**src/rtl/pulse_seq_pkg.sv**
```systemverilog
// Shared definitions for the pulse sequencer controller.
//   - Channel field encodings, used as wr_addr[1:0] on channel writes and as
//     the low two bits of the load step counter.
//   - Global register addresses.
//   - Controller state encoding.
package pulse_seq_pkg;

  localparam logic [1:0] FLD_INIT_STATE = 2'd0;
  localparam logic [1:0] FLD_INIT_COUNT = 2'd1;
  localparam logic [1:0] FLD_HI         = 2'd2;
  localparam logic [1:0] FLD_LO         = 2'd3;

  localparam int GREG_DURATION = 0;

  typedef enum logic [1:0] {
    IDLE = 2'd0,
    LOAD = 2'd1,
    RUN  = 2'd2
  } state_e;

endpackage

```
**src/rtl/pulse_seq_shadow_regs.sv**
```systemverilog
// Shadow register file for the pulse sequencer bank.
// Holds N_CH x 4 channel fields and the global run duration register.
// Ports:
//   clk, reset          clock, asynchronous active-high reset
//   wr_en/addr/data     host write port
//   wr_allow            write enable from the controller (high only in IDLE)
//   rd_ch, rd_fld       combinational read address
//   rd_data             read data; a write accepted this cycle to the same
//                       address is forwarded, so a load starting in the same
//                       cycle sees the new value
//   duration            current duration register
//   wr_err              registered one-cycle pulse for a rejected write
module pulse_seq_shadow_regs
  import pulse_seq_pkg::*;
#(
  parameter int N_CH = 4,
  parameter int CW   = 32,
  localparam int ADDR_W = $clog2(N_CH) + 3,
  localparam int CH_W   = (N_CH > 1) ? $clog2(N_CH) : 1
) (
  input  logic              clk,
  input  logic              reset,
  input  logic              wr_en,
  input  logic              wr_allow,
  input  logic [ADDR_W-1:0] wr_addr,
  input  logic [CW-1:0]     wr_data,
  input  logic [CH_W-1:0]   rd_ch,
  input  logic [1:0]        rd_fld,
  output logic [CW-1:0]     rd_data,
  output logic [CW-1:0]     duration,
  output logic              wr_err
);

  localparam int LW = ADDR_W - 1;

  logic            is_global_s;
  logic [LW-1:0]   low_s;
  logic [LW-1:0]   ch_num_s;
  logic [CH_W-1:0] ch_idx_s;
  logic [1:0]      fld_s;
  logic            addr_ok_s;
  logic            accept_s;
  logic            ch_wr_s;

  logic [CW-1:0]   shadow_r [N_CH][4];
  logic [CW-1:0]   duration_r;
  logic            wr_err_r;

  // Address decode and range check of the host write.
  always_comb begin
    is_global_s = wr_addr[ADDR_W-1];
    low_s       = wr_addr[LW-1:0];
    fld_s       = low_s[1:0];
    ch_num_s    = low_s >> 2;
    ch_idx_s    = ch_num_s[CH_W-1:0];
    if (is_global_s) begin
      addr_ok_s = (low_s == LW'(GREG_DURATION));
    end else begin
      addr_ok_s = (ch_num_s < LW'(N_CH));
    end
    accept_s = wr_en & wr_allow & addr_ok_s;
    ch_wr_s  = accept_s & ~is_global_s;
  end

  // Channel shadow registers.
  always_ff @(posedge clk or posedge reset) begin
    if (reset) begin
      for (int c = 0; c < N_CH; c++) begin
        for (int f = 0; f < 4; f++) begin
          shadow_r[c][f] <= {CW{1'b0}};
        end
      end
    end else if (ch_wr_s) begin
      shadow_r[ch_idx_s][fld_s] <= wr_data;
    end
  end

  // Global duration register.
  always_ff @(posedge clk or posedge reset) begin
    if (reset) begin
      duration_r <= {CW{1'b0}};
    end else if (accept_s && is_global_s) begin
      duration_r <= wr_data;
    end
  end

  // Rejected-write flag: busy or out-of-range address.
  always_ff @(posedge clk or posedge reset) begin
    if (reset) begin
      wr_err_r <= 1'b0;
    end else begin
      wr_err_r <= wr_en & ~accept_s;
    end
  end

  // Read port with same-cycle write forwarding.
  always_comb begin
    if (ch_wr_s && (ch_idx_s == rd_ch) && (fld_s == rd_fld)) begin
      rd_data = wr_data;
    end else begin
      rd_data = shadow_r[rd_ch][rd_fld];
    end
  end

  assign duration = duration_r;
  assign wr_err   = wr_err_r;

endmodule

```
**src/rtl/pulse_seq_ctrl.sv**
```systemverilog
// Pulse sequencer bank controller.
// Loads every channel's four fields serially over a shared value bus with
// per-channel set strobes, then holds a common operate for a programmed
// number of cycles (duration 0 = until stopped).
// Ports:
//   clk, reset                 clock, asynchronous active-high reset
//   wr_en, wr_addr, wr_data    host register writes (accepted in IDLE only)
//   start, stop                single-cycle run control; stop wins over start
//   seq_value                  shared value bus
//   seq_set_*                  per-channel field strobes, one at a time
//   seq_operate                common operate
//   busy                       high in LOAD or RUN
//   done                       one-cycle pulse at the natural end of a timed run
//   wr_err                     one-cycle pulse for a rejected write
// All outputs are registered.
module pulse_seq_ctrl
  import pulse_seq_pkg::*;
#(
  parameter int N_CH = 4,
  parameter int CW   = 32,
  localparam int ADDR_W = $clog2(N_CH) + 3
) (
  input  logic              clk,
  input  logic              reset,
  input  logic              wr_en,
  input  logic [ADDR_W-1:0] wr_addr,
  input  logic [CW-1:0]     wr_data,
  input  logic              start,
  input  logic              stop,
  output logic [CW-1:0]     seq_value,
  output logic [N_CH-1:0]   seq_set_initial_state,
  output logic [N_CH-1:0]   seq_set_initial_count,
  output logic [N_CH-1:0]   seq_set_hi_count,
  output logic [N_CH-1:0]   seq_set_lo_count,
  output logic              seq_operate,
  output logic              busy,
  output logic              done,
  output logic              wr_err
);

  localparam int CH_W   = (N_CH > 1) ? $clog2(N_CH) : 1;
  localparam int N_STEP = 4 * N_CH;
  localparam int STEP_W = $clog2(N_STEP + 1);

  state_e            state_r, state_nxt_s;
  logic [STEP_W-1:0] step_r, step_nxt_s;
  logic [CW-1:0]     count_r, count_nxt_s;
  logic [CW-1:0]     seq_value_r, value_nxt_s;
  logic [N_CH-1:0]   set_state_r, set_state_nxt_s;
  logic [N_CH-1:0]   set_count_r, set_count_nxt_s;
  logic [N_CH-1:0]   set_hi_r, set_hi_nxt_s;
  logic [N_CH-1:0]   set_lo_r, set_lo_nxt_s;
  logic              operate_r, operate_nxt_s;
  logic              busy_r;
  logic              done_r, done_nxt_s;

  logic              issue_s;
  logic [CH_W-1:0]   issue_ch_s;
  logic [1:0]        issue_fld_s;
  logic [N_CH-1:0]   ch_mask_s;
  logic [CW-1:0]     rd_data_s;
  logic [CW-1:0]     duration_s;

  // step_r is held at 0 in IDLE, so it always names the step issued next.
  assign issue_ch_s  = CH_W'(step_r >> 2);
  assign issue_fld_s = step_r[1:0];
  assign ch_mask_s   = N_CH'(1'b1) << issue_ch_s;

  pulse_seq_shadow_regs #(
    .N_CH (N_CH),
    .CW   (CW)
  ) u_shadow (
    .clk      (clk),
    .reset    (reset),
    .wr_en    (wr_en),
    .wr_allow (state_r == IDLE),
    .wr_addr  (wr_addr),
    .wr_data  (wr_data),
    .rd_ch    (issue_ch_s),
    .rd_fld   (issue_fld_s),
    .rd_data  (rd_data_s),
    .duration (duration_s),
    .wr_err   (wr_err)
  );

  // Next-state and next-output logic.
  always_comb begin
    state_nxt_s     = state_r;
    step_nxt_s      = step_r;
    count_nxt_s     = count_r;
    value_nxt_s     = seq_value_r;
    set_state_nxt_s = {N_CH{1'b0}};
    set_count_nxt_s = {N_CH{1'b0}};
    set_hi_nxt_s    = {N_CH{1'b0}};
    set_lo_nxt_s    = {N_CH{1'b0}};
    operate_nxt_s   = 1'b0;
    done_nxt_s      = 1'b0;
    issue_s         = 1'b0;

    case (state_r)
      IDLE: begin
        if (start && !stop) begin
          issue_s     = 1'b1;
          step_nxt_s  = STEP_W'(1);
          state_nxt_s = LOAD;
        end else begin
          step_nxt_s  = {STEP_W{1'b0}};
        end
      end
      LOAD: begin
        if (stop) begin
          state_nxt_s = IDLE;
          step_nxt_s  = {STEP_W{1'b0}};
        end else if (step_r == STEP_W'(N_STEP)) begin
          state_nxt_s   = RUN;
          step_nxt_s    = {STEP_W{1'b0}};
          operate_nxt_s = 1'b1;
          count_nxt_s   = duration_s;
        end else begin
          issue_s    = 1'b1;
          step_nxt_s = step_r + STEP_W'(1);
        end
      end
      RUN: begin
        if (stop) begin
          state_nxt_s = IDLE;
        end else if (count_r == CW'(1)) begin
          // count==1 marks the last operate cycle of a timed run.
          state_nxt_s = IDLE;
          done_nxt_s  = 1'b1;
        end else begin
          operate_nxt_s = 1'b1;
          // A zero count means an untimed run; hold it rather than wrap.
          if (count_r != {CW{1'b0}}) begin
            count_nxt_s = count_r - CW'(1);
          end else begin
            count_nxt_s = count_r;
          end
        end
      end
      default: begin
        state_nxt_s = IDLE;
        step_nxt_s  = {STEP_W{1'b0}};
      end
    endcase

    if (issue_s) begin
      value_nxt_s = rd_data_s;
      case (issue_fld_s)
        FLD_INIT_STATE: set_state_nxt_s = ch_mask_s;
        FLD_INIT_COUNT: set_count_nxt_s = ch_mask_s;
        FLD_HI:         set_hi_nxt_s    = ch_mask_s;
        FLD_LO:         set_lo_nxt_s    = ch_mask_s;
        default:        set_state_nxt_s = {N_CH{1'b0}};
      endcase
    end else begin
      value_nxt_s = seq_value_r;
    end
  end

  // State, counters and registered outputs.
  always_ff @(posedge clk or posedge reset) begin
    if (reset) begin
      state_r     <= IDLE;
      step_r      <= {STEP_W{1'b0}};
      count_r     <= {CW{1'b0}};
      seq_value_r <= {CW{1'b0}};
      set_state_r <= {N_CH{1'b0}};
      set_count_r <= {N_CH{1'b0}};
      set_hi_r    <= {N_CH{1'b0}};
      set_lo_r    <= {N_CH{1'b0}};
      operate_r   <= 1'b0;
      busy_r      <= 1'b0;
      done_r      <= 1'b0;
    end else begin
      state_r     <= state_nxt_s;
      step_r      <= step_nxt_s;
      count_r     <= count_nxt_s;
      seq_value_r <= value_nxt_s;
      set_state_r <= set_state_nxt_s;
      set_count_r <= set_count_nxt_s;
      set_hi_r    <= set_hi_nxt_s;
      set_lo_r    <= set_lo_nxt_s;
      operate_r   <= operate_nxt_s;
      busy_r      <= (state_nxt_s != IDLE);
      done_r      <= done_nxt_s;
    end
  end

  assign seq_value             = seq_value_r;
  assign seq_set_initial_state = set_state_r;
  assign seq_set_initial_count = set_count_r;
  assign seq_set_hi_count      = set_hi_r;
  assign seq_set_lo_count      = set_lo_r;
  assign seq_operate           = operate_r;
  assign busy                  = busy_r;
  assign done                  = done_r;

endmodule

```
**config.mk**
```make
export PLATFORM = sky130hd
export DESIGN_NAME = pulse_seq_ctrl
export DESIGN_NICKNAME = d
export VERILOG_FILES = /design/src/rtl/pulse_seq_pkg.sv /design/src/rtl/pulse_seq_shadow_regs.sv /design/src/rtl/pulse_seq_ctrl.sv
export SDC_FILE = /design/constraint.sdc
export NUM_CORES = 1
export LEC_CHECK = 0
export CAP_MARGIN = 30
export CORE_MARGIN = 1.5
export CORE_UTILIZATION = 55
export CTS_CLUSTER_DIAMETER = 50
export DETAILED_ROUTE_END_ITERATION = 16
export HOLD_SLACK_MARGIN = 0.12
export PLACE_DENSITY = 0.73
export SETUP_SLACK_MARGIN = 0.02
export SYNTH_ARGS = -nofsm -noshare
export SYNTH_HDL_FRONTEND = slang
export SYNTH_HIERARCHICAL = 1
export SYNTH_SLANG_ARGS = --single-unit
export TNS_END_PERCENT = 1
```
**constraint.sdc**
```tcl
create_clock -name clk -period 32.2 [get_ports clk]
set_input_delay 4.83 -clock clk [delete_from_list [all_inputs] [get_ports clk]]
set_output_delay 4.83 -clock clk [all_outputs]
set_load 0.01 [all_outputs]
```
==> flow_summary.ini <==
[finish]
fin_area_um2 = 33200
fin_nets = 2159
area.growth.synth_to_final_pct = 13.0
num-fill-cells = 3780
final_util_pct = 63.1
drive_gt1_share_pct = 41.3

[synthesis]
synth-seq-area-share_pct = 54.0
synth_common_cells = 635 x dfrtp_1, 571 x mux2_2, 161 x nand2_1
netlist_instances = 2069
synth-seq-cells = 635
syn_nets = 2122
synth_ff_type = dfrtp_1
synth_top_area_share_pct = 54.0
synth_area_leaders = dfrtp_1 54%, mux2_2 22%, mux4_2 9.6%, nand2_1 2.1%, a22oi_1 1.7%
syn_avg_cell_area_um2 = 14.2
synth-async-reset-ratio_pct = 100
yosysMostFrequentCell = dfrtp_1
synth_top_area_cell = dfrtp_1
synth_area_um2 = 29400
yosys.cell_types.count = 77
synth-warning-count = 6
synth_edf_count = 0

[critical_path]
worst_setup_path_start_kind = input port
crit_cells = 5
ff2ff_path_depth = 8
critPathBufInv = 2
cp-end-kind = flop
worst-setup-path-type = input port to flop
cp_slowest_cell = clkdlybuf4s50_1
crit_chain = clkdlybuf4s50_1 -> nor2_1 -> nor4b_4 -> buf_4 -> mux2_2
critPathMaxFanout = 32
cp-startpoint = wr_addr[3]
critPathArrivalTime_ns = 7.20
critPathRequiredTime_ns = 32.65
rr_startpoint = step_r[2]
r2r_slack_ns = 28.95
crit_family = buffers and inverters
r2r_end = seq_value[26]
crit_path_end = u_shadow/duration[23]
cpPeakStageDelay_ns = 0.69

[drt]
num_vias = 18128
first_iter_violations = 1505
drtAntennaViolNets = 0
viasPerCell = 6.39
drc = 0
drtPass1Iterations = 7
wl_um = 72900
wl_per_cell_um = 25.7

[die]
num_rows = 84
die_y_um = 234
fp.dieW_um = 234
start_util_pct = 55.9
dieArea_um2 = 54900
ios = 94
fp.coreArea_um2 = 52700

[sta]
worst-slew-pin-transition_ns = 1.01
layout_min_cycle_time_ns = 6.74
clock.fmax_mhz = 148
final_max_slew_viol_count = 0
slew-limit-headroom_pct = 32.6
fin_crit_sh_pct = 20.9
finalHoldViolCount = 0
rsz0062_at_grt = false
skew_ns = 0.0294
tns_ns = 0
setup_viol = 0

[place]
gp_congestion = 0.825
placed_cell_area_um2 = 30900
io_buffers = 93
dp_hpwl_um = 40500

[global_routing]
track_usage_pct = 27.5
antenna_found_initial = 1
grt_overflow_total = 0
grt_pass1_vias = 19283
grt_max_degree = 195
grt_pass1_wl_um = 113000

[clocking]
cts_resized = 0
cts.sinks = 635
cts_tree = built
cts-hold-fix-buffers = 0
cts_setup_buffers = 0
cts_max_level = 3
clock_latency_ns = 0.60
numCtsBuffers = 70
clk_pin_slew_ns = 0.06
cts_buffer_depth = 3
root_buffer = clkbuf_16

[power_and_ir_drop]
ir_drop_uv = 37.0
powerDensity_nw_per_um2 = 71.9
cellLeakagePower_nw = 15.1

[min_path]
hold_path.class = flop to flop

[flow_run]
cap_violations = 0

[outcome]
status = complete, no violations
## per-layer routing
metal	vias to the layer above	share of wire (%)	GRT usage, %	wire length [um]
met5	-	0	0	0
met2	519	48	43.9	35000
met1	9738	43	38.2	31600
met3	135	6.0	5.51	4400
li1	7736	-	-	-
met4	0	2.4	8.91	1770
## kinds of logic (layout without fill, tap and decap cells)
kind of cell / after synthesis / in the layout / synth area share [%]
buffers and inverters: 181 / 262 / 2.89
XOR/XNOR: 4 / 4 / 0.119
multiplexers: 711 / 711 / 32.2
adder cells (fa/ha/maj): 11 / 11 / 0.468
flip-flops: 635 / 635 / 54.0
AND/OR/NAND/NOR: 359 / 359 / 6.19
other: 0 / 1 / 0
AO/OA/AOI/OAI: 168 / 168 / 4.09
## report_power, final
part	switching (mW)	internal (mW)
clock	0.314	0.476
sequential	0.114	1.00
combinational	0.204	0.278
total	0.632	1.76
## how the worst min path moves through the flow
stage / from / endpoint / slack (ns) / depth (start not counted)
floorplan: u_shadow/duration[8] / count_r[8] / 0.45 / 2
global placement: seq_value[25] / seq_value[25] / 0.45 / 2
detailed placement: seq_value[12] / seq_value[12] / 0.46 / 2
CTS: seq_value[12] / seq_value[12] / 0.47 / 2
global route: seq_value[12] / seq_value[12] / 0.49 / 2
finish: seq_value[12] / seq_value[12] / 0.47 / 2
## worst register-to-register path: cells and delay by family (launching register included)
family / cells / cell delay [ns]
mux: 1 / 0.44
simple gates: 4 / 0.26
flops: 1 / 0.87
xor+xnor: 1 / 0.32
buf+inv: 2 / 1.22
## state kept, by name (all words and copies together) (netlist names)
register / flops
seq_set_lo_count: 4
seq_set_initial_count: 4
state_r: 2
count_r: 32
u_shadow/wr_err: 1
seq_value: 32
u_shadow/duration: 32
seq_operate: 1
busy: 1
done: 1
seq_set_initial_state: 4
step_r: 5
u_shadow/shadow_r: 512
seq_set_hi_count: 4
## layout by cell type (no fill, tap or decap), types with 8 or more instances in the layout
cell type / n
nand3_1: 24
mux4_2: 125
buf_4: 30
nand2_1: 154
nor4_1: 9
mux2_2: 571
clkbuf_1: 13
clkdlybuf4s50_1: 93
o21ai_0: 18
nor3_1: 23
nor3b_1: 13
o22ai_1: 21
dfrtp_1: 633
nand4_1: 9
ha_1: 10
inv_1: 12
nor2_1: 36
a21oi_1: 10
a211oi_1: 8
clkbuf_16: 73
clkinv_2: 9
and3_1: 14
clkbuf_8: 10
a22oi_1: 66
## stage by stage
stage | setup slack (ns) | total power [mW] | hold WS, ns | std cells
4_1_cts | 25.08 | 2.40 | 0.468 | 2836
6_report | 25.46 | 2.39 | 0.465 | 2839
3_5_place_dp | 24.45 | 1.61 | 0.455 | 2720
5_1_grt | 25.36 | 2.50 | 0.491 | 2838
2_1_floorplan | 12.13 | 1.43 | 0.445 | 2069
3_3_place_gp | 24.51 | 1.57 | 0.450 | 2716
## layout make-up
cell class / count / area (um^2) / area share, %
sequential: 635 / 15900 / 47.8
multi-input combinational: 1253 / 12800 / 38.6
clock buffer: 96 / 2010 / 6.06
timing repair buffer: 132 / 1350 / 4.05
tap: 688 / 861 / 2.59
clock inverter: 20 / 244 / 0.734
inverter: 14 / 62.6 / 0.188
antenna: 1 / 2.50 / 0.00753
No activity file was read; power rests on OpenSTA's default activity.
